[src/rtl/urp_pcie_tx_replay_ctrl.sv]
// urp_pcie_tx_replay_ctrl
// Sequence/replay controller for the PCIe TX data link layer retry path.
// Assigns sequence numbers to new TLPs, addresses the external retry buffer,
// consumes ACK/NAK DLLPs, runs the replay timer and REPLAY_NUM counter, and
// multiplexes the single link output between new TLPs and replayed TLPs.
// Optional feature: define URP_PCIE_REPLAY_STAT_EN to add replay_cnt_o, a
// saturating 16-bit count of replays started.
module urp_pcie_tx_replay_ctrl #(
    parameter int SEQ_W          = 12,
    parameter int BUF_LG2        = 4,
    parameter int REPLAY_TIMEOUT = 1024
) (
    input  logic               clk,
    input  logic               rst_n,
    input  logic               new_valid_i,
    output logic               new_ready_o,
    output logic [SEQ_W-1:0]   seq_o,
    output logic               rb_wren_o,
    output logic [BUF_LG2-1:0] rb_waddr_o,
    output logic               rb_rden_o,
    output logic [BUF_LG2-1:0] rb_raddr_o,
    output logic               link_valid_o,
    output logic               link_sel_o,
    input  logic               link_ready_i,
    input  logic               dllp_valid_i,
    input  logic [31:0]        dllp_i,
    output logic               replay_active_o,
    output logic               retrain_o,
    output logic               dllp_err_o,
    output logic [BUF_LG2:0]   outstanding_o
`ifdef URP_PCIE_REPLAY_STAT_EN
    ,
    output logic [15:0]        replay_cnt_o
`endif
);

    localparam int TMR_W = (REPLAY_TIMEOUT > 2) ? $clog2(REPLAY_TIMEOUT) : 1;
    localparam logic [TMR_W-1:0] TIMER_MAX = TMR_W'(REPLAY_TIMEOUT - 1);
    localparam logic [SEQ_W-1:0] SEQ_ONE   = SEQ_W'(1);
    localparam logic [SEQ_W-1:0] FULL_CNT  = SEQ_W'(2 ** BUF_LG2);

    typedef enum logic [1:0] {
        ST_NORMAL    = 2'd0,
        ST_REPLAY_RD = 2'd1,
        ST_REPLAY_TX = 2'd2
    } state_t;

    state_t             state;
    logic [SEQ_W-1:0]   next_seq;
    logic [SEQ_W-1:0]   ackd_seq;
    logic [SEQ_W-1:0]   replay_ptr;
    logic [TMR_W-1:0]   timer;
    logic [1:0]         replay_num;

    logic [SEQ_W-1:0]   outst;
    logic               full;
    logic [SEQ_W-1:0]   dllp_seq;
    logic               is_ack;
    logic               is_nak;
    logic [SEQ_W-1:0]   seq_dist;
    logic               seq_ok;
    logic               fwd;
    logic               seq_err;
    logic [SEQ_W-1:0]   next_seq_nxt;
    logic [SEQ_W-1:0]   ackd_nxt;
    logic [SEQ_W-1:0]   outst_nxt;
    logic               tmr_expire;
    logic               start_replay;
    logic [1:0]         rn_base;

    // Upper AckNak_Seq field bits beyond SEQ_W carry no information here
    logic unused_dllp_bits;
    assign unused_dllp_bits = ^dllp_i[23:SEQ_W];

    assign seq_o         = next_seq;
    assign rb_waddr_o    = next_seq[BUF_LG2-1:0];
    assign rb_raddr_o    = replay_ptr[BUF_LG2-1:0];
    assign outstanding_o = outst[BUF_LG2:0];

    // Handshake, DLLP window check and next-value decode for the counters
    always_comb begin
        outst        = next_seq - ackd_seq - SEQ_ONE;
        full         = (outst == FULL_CNT);

        new_ready_o  = (state == ST_NORMAL) && !full && link_ready_i;
        rb_wren_o    = new_valid_i && new_ready_o;
        link_valid_o = (state == ST_REPLAY_TX) || rb_wren_o;
        link_sel_o   = (state == ST_REPLAY_TX);

        dllp_seq     = dllp_i[SEQ_W-1:0];
        is_ack       = dllp_valid_i && (dllp_i[31:24] == 8'h00);
        is_nak       = dllp_valid_i && (dllp_i[31:24] == 8'h10);
        seq_dist     = next_seq - SEQ_ONE - dllp_seq;
        seq_ok       = (seq_dist < outst) || (dllp_seq == ackd_seq);
        fwd          = (is_ack || is_nak) && seq_ok && (dllp_seq != ackd_seq);
        seq_err      = (is_ack || is_nak) && !seq_ok;

        next_seq_nxt = rb_wren_o ? (next_seq + SEQ_ONE) : next_seq;
        ackd_nxt     = fwd ? dllp_seq : ackd_seq;
        outst_nxt    = next_seq_nxt - ackd_nxt - SEQ_ONE;
        rn_base      = fwd ? 2'd0 : replay_num;

        tmr_expire   = (state == ST_NORMAL) && (outst != '0) && (timer == TIMER_MAX);
        start_replay = (state == ST_NORMAL) && (outst_nxt != '0) &&
                       ((is_nak && seq_ok) || (tmr_expire && !fwd));
    end

    // Sequence bookkeeping, replay timer/counter and the replay state machine
    always_ff @(posedge clk or negedge rst_n) begin
        if (!rst_n) begin
            state           <= ST_NORMAL;
            next_seq        <= '0;
            ackd_seq        <= '1;
            replay_ptr      <= '0;
            timer           <= '0;
            replay_num      <= 2'd0;
            rb_rden_o       <= 1'b0;
            replay_active_o <= 1'b0;
            retrain_o       <= 1'b0;
            dllp_err_o      <= 1'b0;
        end else begin
            next_seq   <= next_seq_nxt;
            ackd_seq   <= ackd_nxt;
            replay_num <= rn_base;
            retrain_o  <= 1'b0;
            dllp_err_o <= seq_err;

            if (fwd || (outst_nxt == '0)) begin
                timer <= '0;
            end

            case (state)
                ST_NORMAL: begin
                    if (start_replay) begin
                        state           <= ST_REPLAY_RD;
                        replay_ptr      <= ackd_nxt + SEQ_ONE;
                        timer           <= '0;
                        rb_rden_o       <= 1'b1;
                        replay_active_o <= 1'b1;
                        if (rn_base == 2'd3) begin
                            retrain_o  <= 1'b1;
                            replay_num <= 2'd0;
                        end else begin
                            replay_num <= rn_base + 2'd1;
                        end
                    end else if (!fwd && (outst_nxt != '0) && (outst != '0)) begin
                        timer <= timer + TMR_W'(1);
                    end
                end
                ST_REPLAY_RD: begin
                    state     <= ST_REPLAY_TX;
                    rb_rden_o <= 1'b0;
                end
                ST_REPLAY_TX: begin
                    if (link_ready_i) begin
                        if (replay_ptr == (next_seq - SEQ_ONE)) begin
                            state           <= ST_NORMAL;
                            timer           <= '0;
                            replay_active_o <= 1'b0;
                        end else begin
                            state      <= ST_REPLAY_RD;
                            replay_ptr <= replay_ptr + SEQ_ONE;
                            rb_rden_o  <= 1'b1;
                        end
                    end
                end
                default: begin
                    state           <= ST_NORMAL;
                    rb_rden_o       <= 1'b0;
                    replay_active_o <= 1'b0;
                end
            endcase
        end
    end

`ifdef URP_PCIE_REPLAY_STAT_EN
    logic [15:0] replay_cnt;

    // Saturating count of replays started
    always_ff @(posedge clk or negedge rst_n) begin
        if (!rst_n) begin
            replay_cnt <= '0;
        end else if (start_replay && (replay_cnt != 16'hFFFF)) begin
            replay_cnt <= replay_cnt + 16'd1;
        end
    end

    assign replay_cnt_o = replay_cnt;
`endif

endmodule

[config.mk]
export PLATFORM = sky130hd
export DESIGN_NAME = urp_pcie_tx_replay_ctrl
export DESIGN_NICKNAME = d
export VERILOG_FILES = /design/src/rtl/urp_pcie_tx_replay_ctrl.sv
export SDC_FILE = /design/constraint.sdc
export NUM_CORES = 1
export LEC_CHECK = 0
export CAP_MARGIN = 15
export CORE_ASPECT_RATIO = 1.25
export CORE_MARGIN = 4
export CORE_UTILIZATION = 47
export CTS_CLUSTER_SIZE = 12
export DETAILED_ROUTE_END_ITERATION = 10
export GPL_TIMING_DRIVEN = 1
export PLACE_DENSITY = 0.69
export SETUP_SLACK_MARGIN = 0.1
export SLEW_MARGIN = 20
export SYNTH_ARGS = -nofsm -noshare
export SYNTH_HDL_FRONTEND = slang
export SYNTH_SLANG_ARGS = --single-unit
export TNS_END_PERCENT = 30
[constraint.sdc]
create_clock -name clk -period 14.4 [get_ports clk]
set_input_delay 2.88 -clock clk [delete_from_list [all_inputs] [get_ports clk]]
set_output_delay 2.88 -clock clk [all_outputs]
set_load 0.005 [all_outputs]
==> metrics.md, run 1 <==
| Metric | Value |
|---|---|
| Via count | 5,341 |
| Antenna violations before repair | 0 |
| GRT Residual Overflow | 0 |
| Final period util | 71.82% |
| Yosys warns | 0 |
| RSZ-0062 raised after global routing | no |
| PD cells | 234.2 nW/um^2 |
| DRC | 0 |
| Asr flop ratio synth | 100.0% |
| # port buffers | 57 |
| Slew headroom | 44.28% |
| First-pass GRT wire length | 26.39 mm |
| P_leak | 2.994 nW |
| Die Y | 131.1 um |
| Initial Utilization | 48.60% |
| Worst slew pin tran | 0.8307 ns |
| Hold path start | rb_rden_o |
| Synth Register Bits | 54 |
| Num Clock Sinks | 54 |
| Distinct cell type count after synthesis | 77 |
| CTS buffer count | 5 |
| Commonest non-fill, non-tap cell in the layout | inv_1 |
| Row count | 44 |
| Worst R2R End | replay_ptr[1] |
| Clock root cell | clkbuf_16 |
| IO Pins | 70 |
| Fin. Hold Viols | 0 |
| Finished Layout Cells | 903 |
| Total iterations of the first detailed-routing run | 5 |
| Req. time, crit path | 14.58 ns |
| Clk_skew | 0.01061 ns |
| Syn Area/Cell | 8.073 um^2 |
| Cells after Synth | 706 |
| Max stage delay on crit path | 0.57 ns |
| Fill cells | 1,131 |
| Syn_nets | 795 |
| Worst VDD drop | 0.00009895 V |
| Cell count after placement | 895 |
| CP max stage cell | clkdlybuf4s50_1 |
| PostCTS Resize Cnt | 0 |
| Vias per inst | 5.915 |
| Final nets | 830 |
| Clock Latency Late Sink | 0.30 ns |
| Final min period | 10.34 ns |
| Core area | 11,730 um^2 |
| Most common cell on crit path | a21o_1 |
| F_max | 96.70 MHz |
| DP HPWL | 12.78 mm |
| Post-CTS setup buffer count | 0 |
| Final setup viols | 0 |
| Setup_tns | 0 ns |
| Die area | 13,960 um^2 |
| CTS tree | yes |
| Total Wirelength | 16.19 mm |
| Mapped Area | 5699 um^2 |
| Seq/Total Area, Yosys | 23.97% |
| Worst r2r path cells | 35 |
| Antenna viol nets, final | 0 |
| Largest net degree at the start of global routing | 55 |
| Max Cap Viol | 0 |
| Layout cell share with drive strength beyond 1 | 6.334% |
| Worst Hold Endpoint | rb_rden_o |
| DR WL/cell | 17.93 um |
| Startpoint Class | input port |
| Fin. max-slew vios | 0 |
| Status | finished clean |
| Htree depth | 2 |
| Die Span X | 106.5 um |
| Number of enable flip-flop cells after synthesis | 0 |
| WS Path Type | input port to flip-flop |
| Critical path peak fanout | 35 |
| Min-delay worst type | flip-flop to flip-flop |
| Multi-input gate area | 3939 um^2 |
| Final Wtd Congestion | 0.8309 |
| Storage element area | 1366 um^2 |
| Most frequent cells in the layout | 59 x inv_1, 56 x clkdlybuf4s50_1, 53 x nor2_1 |
| CP endpoint kind | flip-flop |
| Vias in the first global route | 5,324 |
| Critical path arrival | 10.53 ns |
| Initial DRC Count | 453 |
| Hold path cells | 1 |
| Clock slew at reported path FFs | 0.07 ns |
| GRT Util Overall | 23.34% |
| Largest buffer count on any clock path | 2 |
| Area grow syn2layout | 13.87% |
| Hold Buf Count CTS | 0 |
| Antenna diodes | 0 |
| Synth Flop Type | dfrtp_1 |
| Reg-to-reg startpoint | seq_o[0] |
| CP startpoint | dllp_i[1] |
| R2r setup slk | 6.08 ns |
-- routing by layer --
metal | part of all wire, % | up-vias | global-route usage (%) | wire length, um
met5 | 0 | - | 0 | 0
li1 | - | 2595 | - | -
met3 | 3.9 | 33 | 2.453 | 626
met1 | 42 | 2558 | 28.62 | 6803
met2 | 51 | 155 | 41.68 | 8207
met4 | 3.4 | 0 | 9.097 | 551
-- cell type report --
class | instances | area share (%)
Tap cell | 161 | 3.104
Inverter | 60 | 3.470
Timing Repair Buffer | 62 | 9.292
Sequential cell | 54 | 21.05
Clock inverter | 2 | 0.2506
Multi-Input combinational cell | 558 | 60.69
Clock buffer | 6 | 2.140
-- state kept, by name (all words and copies together), names as in the netlist --
name / cells
replay_num: 2
seq_o: 12
rb_rden_o: 1
retrain_o: 1
ackd_seq: 12
replay_ptr: 12
dllp_err_o: 1
state: 2
replay_active_o: 1
timer: 10
-- metrics by stage --
stage	hold slack, ns	instance area [um^2]	util, %	setup slack, ns	total power, mW
2_1_floorplan	0.4649	5699	-	5.087	1.085
3_3_place_gp	0.4657	6335	54.02	3.960	1.352
3_5_place_dp	0.4726	6335	54.02	3.783	1.387
4_1_cts	0.4896	6490	55.35	4.099	1.523
5_1_grt	0.5106	6490	55.35	3.488	1.668
6_report	0.4844	6490	55.35	4.059	1.520
-- worst max-delay path, delay by kind of cell --
family          cells  cell delay, ns
simple gates       10            1.82
compound gates     12            2.54
xor+xnor            2            0.33
mux                 2            0.52
buf+inv             4            1.15
fa+ha+maj           4            1.26
-- report_power, final --
group,switching (mW),internal [mW],leakage [nW]
Clock,0.0589,0.0700,0.0735
Combinational,0.606,0.502,2.25
Sequential,0.0801,0.202,0.665
Total,0.745,0.775,2.99
-- worst max path at each step --
stage               endpoint  depth (start not counted)
2_1_floorplan       timer[9]                         37
3_5_place_dp   replay_ptr[1]                         34
6_report       replay_ptr[1]                         34
3_3_place_gp   replay_ptr[1]                         34
5_1_grt        replay_ptr[1]                         34
4_1_cts        replay_ptr[1]                         34
-- synth_stat cells, types with 11 or more instances --
| library cell | instances | area, um^2 |
|---|---|---|
| inv_1 | 59 | 221.5 |
| nor2_1 | 53 | 198.9 |
| nand2_1 | 52 | 195.2 |
| a21oi_1 | 51 | 255.2 |
| ha_1 | 49 | 613.1 |
| dfrtp_1 | 42 | 1051 |
| o21ai_0 | 40 | 200.2 |
| xnor2_1 | 40 | 350.3 |
| xor2_1 | 32 | 280.3 |
| nand4_1 | 23 | 143.9 |
| a21o_1 | 22 | 165.2 |
| nand3_1 | 21 | 105.1 |
| clkbuf_1 | 18 | 67.56 |
| mux2i_1 | 15 | 150.1 |
| nor3_1 | 14 | 70.07 |
| dfstp_2 | 12 | 315.3 |
| and2_1 | 11 | 68.82 |
-- cells by family after synthesis --
logic type / after synthesis / synth area share [%]
buffers and inverters: 94 / 6.915
and+or+nand+nor: 233 / 21.47
DFF: 54 / 23.97
AOI/OAI and AO/OA: 184 / 21.73
adders and majority gates: 52 / 11.81
xor gates and xnor gates: 72 / 11.06
muxes: 17 / 3.030
Note: power is estimated with default switching activity, not from simulation.
==> inputs of run 2 (changes only) <==
- PLACE_DENSITY: 0.69 -> 0.72
- clock period: 14.4 -> 8.6 ns (I/O delays scaled with it)
==> metrics.md, run 2 (synthesis results as in run 1) <==
| Metric | Value |
|---|---|
| R2r setup slk | 1.27 ns (was 6.08 ns) |
| Clock Latency Late Sink | 0.30 ns (about the same) |
| DP HPWL | 13.31 mm (was 12.78 mm) |
| Die Span X | 106.5 um (unchanged) |
| DR WL/cell | 17.60 um (was 17.93 um) |
| Clock share of power | 7.9% (was 8.5%) |
| Antenna diodes | 0 (unchanged) |
| Total iterations of the first detailed-routing run | 5 (unchanged) |
| CTS tree | yes (unchanged) |
| P_int | 1.399 mW (was 774.7 uW) |
| Tot Pwr | 2.708 mW (was 1.520 mW) |
| DP Area | 6650 um^2 (was 6335 um^2) |
| Vias in the first global route | 5,357 (was 5,324) |
| Fin util | 58.56% (was 55.35%) |
| Finished Layout Cells | 946 (was 903) |
| Row count | 44 (unchanged) |
| CTS buffer count | 5 (unchanged) |
| Core area | 11,730 um^2 (unchanged) |
| Final nets | 873 (was 830) |
| Layout cell share with drive strength beyond 1 | 12.74% (was 6.334%) |
| Final period util | 94.91% |
| Commonest non-fill, non-tap cell in the layout | inv_1 (unchanged) |
| Clock slew at reported path FFs | 0.08 ns (was 0.07 ns) |
| Final setup viols | 0 (unchanged) |
| Status | finished clean (unchanged) |
| Final Wtd Congestion | 0.9019 (was 0.8309) |
| Most frequent cells in the layout | 59 x inv_1, 56 x clkdlybuf4s50_1, 52 x nand2_1 (was 59 x inv_1, 56 x clkdlybuf4s50_1, 53 x nor2_1) |
| Max stage delay on crit path | 0.50 ns (was 0.57 ns) |
| DRC | 0 (unchanged) |
| Startpoint Class | input port (unchanged) |
| Die Y | 131.1 um (unchanged) |
| Initial DRC Count | 466 (was 453) |
| Largest net degree at the start of global routing | 55 (unchanged) |
| RSZ-0062 raised after global routing | no (unchanged) |
| Hold Buf Count CTS | 0 (unchanged) |
| Clock root cell | clkbuf_16 (unchanged) |
| Setup_tns | 0 ns (unchanged) |
| Antenna viol nets, final | 0 (unchanged) |
| Critical path peak fanout | 12 (was 35) |
| Largest buffer count on any clock path | 2 (unchanged) |
| Final min period | 8.162 ns |
| F_max | 122.5 MHz |
| Worst slew pin tran | 0.8163 ns (was 0.8307 ns) |
| Cell count after placement | 937 (was 895) |
| Min-delay worst type | flip-flop to flip-flop (unchanged) |
| Combinational group share of total power | 75.2% (was 72.9%) |
| PD cells | 394.3 nW/um^2 (was 234.2 nW/um^2) |
| Max Cap Viol | 0 (unchanged) |
| CP endpoint kind | flip-flop (unchanged) |
| First-pass GRT wire length | 26.82 mm (was 26.39 mm) |
| Slew headroom | 45.24% (was 44.28%) |
| Vias per inst | 5.811 (was 5.915) |
| Total Wirelength | 16.65 mm (was 16.19 mm) |
| GRT Residual Overflow | 0 (unchanged) |
| Sw Share | 48.33% (was 49.02%) |
| Net Sw Power | 1.309 mW (was 745.0 uW) |
| IO Pins | 70 (unchanged) |
| Die area | 13,960 um^2 (unchanged) |
| Via count | 5,497 (was 5,341) |
| WS Path Type | input port to flip-flop (unchanged) |
| Worst VDD drop | 0.0001587 V (was 0.00009895 V) |
| Req. time, crit path | 8.80 ns (was 14.58 ns) |
| Fin. max-slew vios | 0 (unchanged) |
| Htree depth | 2 (unchanged) |
| Initial Utilization | 48.60% (unchanged) |
| Fin. Hold Viols | 0 (unchanged) |
| Area grow syn2layout | 20.48% (was 13.87%) |
| Antenna violations before repair | 0 (unchanged) |
| Design area | 6867 um^2 (was 6490 um^2) |
| P_leak | 3.198 nW (was 2.994 nW) |
| GRT Util Overall | 23.71% (was 23.34%) |
| Seq pwr share | 16.9% (was 18.6%) |
| Num Clock Sinks | 54 (unchanged) |
| # port buffers | 57 (unchanged) |
| Critical path arrival | 8.36 ns (was 10.53 ns) |
| Clk_skew | 0.003642 ns (was 0.01061 ns) |
| CP max stage cell | clkdlybuf4s50_1 (unchanged) |
## run 2: cell count changes in the layout (fill, tap and decap cells not counted), moves of 2 or more
cell / before / now
nor2_1: 53 / 51
a21oi_1: 51 / 48
o21ai_1: 1 / 6
buf_4: 5 / 48
a21oi_2: 1 / 4
o21ai_0: 40 / 35
## run 2: final cells by class
cell class	instances	area [um^2]
clock buffers	5	125.1
flip-flops and latches	54	1366
repair buffers	105	925.9
inverters	60	225.2
multi-input cells	558	3999
clock inverters	3	23.77
well taps	161	201.4
fillers	1088	4860
## run 2: path summary, 6_finish.rpt
| path | startpoint | to | cells after the start |
|---|---|---|---|
| min | rb_rden_o | rb_rden_o | 1 |
| max reg2reg | seq_o[1] | replay_ptr[10] | 33 |
| max in group asynchronous | rst_n | replay_num[1] | 2 |
| max | dllp_i[1] | replay_ptr[10] | 35 |
| min reg2reg | rb_rden_o | rb_rden_o | 1 |
| min in group asynchronous | rst_n | seq_o[0] | 2 |
## run 2: power by group through the flow
stage                     Clock [mW]  Sequential, mW  Combinational, mW
final                          0.214           0.457               2.04
after global routing           0.227           0.470               2.26
after CTS                      0.216           0.454               2.02
after detailed placement           0           0.459               1.99
after global placement             0           0.453               1.92
after floorplan                    0           0.419               1.40
## run 2: what timing repair did
| action | CTS | global route |
|---|---|---|
| pin swaps | 1 | 5 |
| resized for setup | 6 | 13 |
| endpoints found under the hold margin | 0 | 0 |
| setup buffers | 0 | 1 |
| setup endpoints to repair | 22 | 28 |
## run 2: per-layer routing
metal  GRT usage [%]  vias to the layer above  wire (um)
met4           8.529                        0        450
met3           2.012                       33        724
met5               0                        -          0
met2           41.33                      154       8487
met1           30.57                     2624       6988
li1                -                     2686          -
## run 2: through the flow
step	hold slack, ns	setup slack (ns)
after detailed placement	0.4887	-0.3334
after global placement	0.4746	-0.2025
after global routing	0.5221	0.09046
after CTS	0.5053	0.1470
final	0.5008	0.4376
after floorplan	0.4649	0.4470
## run 2: critical path: cells and delay by family
| family | cells | cell delay (ns) |
|---|---|---|
| adder cells (fa/ha/maj) | 3 | 0.79 |
| XOR/XNOR | 2 | 0.32 |
| AND/OR/NAND/NOR | 7 | 1.00 |
| buffers and inverters | 6 | 1.27 |
| AO/OA/AOI/OAI | 17 | 3.26 |
==> inputs of run 3 (changes only) <==
- clock period: 8.6 -> 7.5 ns (I/O delays scaled with it)
==> metrics.md, run 3 (synthesis results as in run 1) <==
| Metric | Value |
|---|---|
| CP max stage cell | fa_2 (was clkdlybuf4s50_1) |
| Req. time, crit path | 7.69 ns (was 8.80 ns) |
| First-pass GRT wire length | 27.97 mm (was 26.82 mm) |
| CP endpoint kind | flip-flop (unchanged) |
| Design area | 7620 um^2 (was 6867 um^2) |
| Layout cell share with drive strength beyond 1 | 23.93% (was 12.74%) |
| Largest net degree at the start of global routing | 55 (unchanged) |
| CTS tree | yes (unchanged) |
| WS Path Type | input port to flip-flop (unchanged) |
| GRT Residual Overflow | 0 (unchanged) |
| Total Wirelength | 17.82 mm (was 16.65 mm) |
| Clk_skew | 0.004862 ns (was 0.003642 ns) |
| Most common cell on crit path | a21o_1 |
| Critical path peak fanout | 7 (was 12) |
| Largest buffer count on any clock path | 2 (unchanged) |
| Area grow syn2layout | 33.70% (was 20.48%) |
| Min-delay worst type | flip-flop to flip-flop (unchanged) |
| Max stage delay on crit path | 0.41 ns (was 0.50 ns) |
| Cell count after placement | 972 (was 937) |
| Multi-input gate area | 4278 um^2 (was 3999 um^2) |
| Total iterations of the first detailed-routing run | 5 (unchanged) |
| GRT Util Overall | 24.66% (was 23.71%) |
| Final Wtd Congestion | 0.9010 (was 0.9019) |
| RSZ-0062 raised after global routing | yes (was no) |
| Antenna viol nets, final | 0 (unchanged) |
| Clock root cell | clkbuf_16 (unchanged) |
| R2r setup slk | 0.28 ns (was 1.27 ns) |
| Initial Utilization | 48.60% (unchanged) |
| Initial DRC Count | 413 (was 466) |
| Antenna violations before repair | 0 (unchanged) |
| # port buffers | 57 (unchanged) |
| Final setup viols | 0 (unchanged) |
| PD cells | 470.8 nW/um^2 (was 394.3 nW/um^2) |
| Num Clock Sinks | 54 (unchanged) |
| Commonest non-fill, non-tap cell in the layout | buf_4 (was inv_1) |
| DRC | 0 (unchanged) |
| WHS | 0.4826 ns (was 0.5008 ns) |
| Worst slew pin tran | 0.7491 ns (was 0.8163 ns) |
| Worst VDD drop | 0.0002302 V (was 0.0001587 V) |
| DR WL/cell | 17.80 um (was 17.60 um) |
| Row count | 44 (unchanged) |
| Status | finished clean (unchanged) |
| P_leak | 3.531 nW (was 3.198 nW) |
| Core area | 11,730 um^2 (unchanged) |
| Clock slew at reported path FFs | 0.07 ns (was 0.08 ns) |
| IO Pins | 70 (unchanged) |
| Fin. Hold Viols | 0 (unchanged) |
| Most frequent cells in the layout | 90 x buf_4, 55 x inv_1, 51 x nand2_1, 51 x clkdlybuf4s50_1, 48 x nor2_1 (was 59 x inv_1, 56 x clkdlybuf4s50_1, 52 x nand2_1) |
| Max Cap Viol | 0 (unchanged) |
| Final nets | 928 (was 873) |
| F_max | 136.4 MHz |
| Antenna diodes | 0 (unchanged) |
| Clock Latency Late Sink | 0.29 ns (was 0.30 ns) |
| Final min period | 7.332 ns |
| Slew headroom | 49.75% (was 45.24%) |
| CTS buffer count | 5 (unchanged) |
| Vias per inst | 5.852 (was 5.811) |
| Htree depth | 2 (unchanged) |
| DP Area | 6968 um^2 (was 6650 um^2) |
| Critical path arrival | 7.52 ns (was 8.36 ns) |
| Fill cells | 942 (was 1,088) |
| Via count | 5,858 (was 5,497) |
| Vias in the first global route | 5,620 (was 5,357) |
| Startpoint Class | input port (unchanged) |
| Fin. max-slew vios | 0 (unchanged) |
| Final period util | 97.76% |
| Finished Layout Cells | 1,001 (was 946) |
| Hold Buf Count CTS | 0 (unchanged) |
| Setup_tns | 0 ns (unchanged) |
| Storage element area | 1366 um^2 (unchanged) |
| DP HPWL | 13.59 mm (was 13.31 mm) |
| Die Y | 131.1 um (unchanged) |
| Die Span X | 106.5 um (unchanged) |
| Die area | 13,960 um^2 (unchanged) |
run 3: changes by cell type in the layout (fill, tap and decap cells not counted), sizes merged, moves of 2 or more:
cell           before  now
clkbuf              5    8
clkdlybuf4s50      56   51
clkinvlp            2    0
buf                49  106
run 3: worst paths after layout:
| path | cells past startpoint | start | end |
|---|---|---|---|
| worst max register to register | 34 | seq_o[1] | timer[1] |
| max in group asynchronous | 2 | rst_n | timer[0] |
| worst min-delay path | 1 | rb_rden_o | rb_rden_o |
| worst min register to register | 1 | rb_rden_o | rb_rden_o |
| min in group asynchronous | 2 | rst_n | seq_o[0] |
| worst max-delay path | 36 | dllp_i[1] | timer[1] |
run 3: metal layers:
| metal | part of all wire (%) | global-route usage, % | vias up | wire length, um |
|---|---|---|---|---|
| li1 | - | - | 2790 | - |
| met1 | 42 | 31.70 | 2805 | 7532 |
| met2 | 49 | 41.75 | 213 | 8807 |
| met3 | 4.6 | 3.189 | 50 | 815 |
| met4 | 3.7 | 9.950 | 0 | 663 |
| met5 | 0 | 0 | - | 0 |
run 3: what timing repair did:
item	in CTS	in global routing
buffers inserted	16	4
setup endpoints to repair	28	28
resized for setup	28	67
pin swaps	25	46
cloned	1	0
run 3: worst max-delay path, delay by kind of cell:
family	cells	cell delay, ns
buffers and inverters	5	0.61
xor gates and xnor gates	2	0.29
and+or+nand+nor	10	1.36
AOI/OAI and AO/OA	14	2.45
muxes	1	0.22
adders and majority gates	4	1.08
run 3: through the flow:
| step | worst slack [ns] | power (mW) | util [%] |
|---|---|---|---|
| after floorplan | 0.1115 | 2.133 | - |
| after global placement | -0.8222 | 2.838 | 59.42 |
| after detailed placement | -0.9145 | 2.933 | 59.42 |
| after CTS | 0.1015 | 3.343 | 62.68 |
| after global routing | -0.1138 | 3.871 | 64.98 |
| final | 0.1679 | 3.588 | 64.98 |
run 3: final cells by class:
cell class / instances / area share, %
Clock inverter: 1 / 0.3941
Multi-Input combinational cell: 559 / 56.14
Sequential cell: 54 / 17.93
Tap cell: 161 / 2.644
Inverter: 60 / 3.021
Clock buffer: 7 / 1.741
Timing Repair Buffer: 159 / 18.13
run 3: power by group:
group | switching [mW] | internal, mW
combinational | 1.42 | 1.39
sequential | 0.126 | 0.390
clock | 0.107 | 0.158
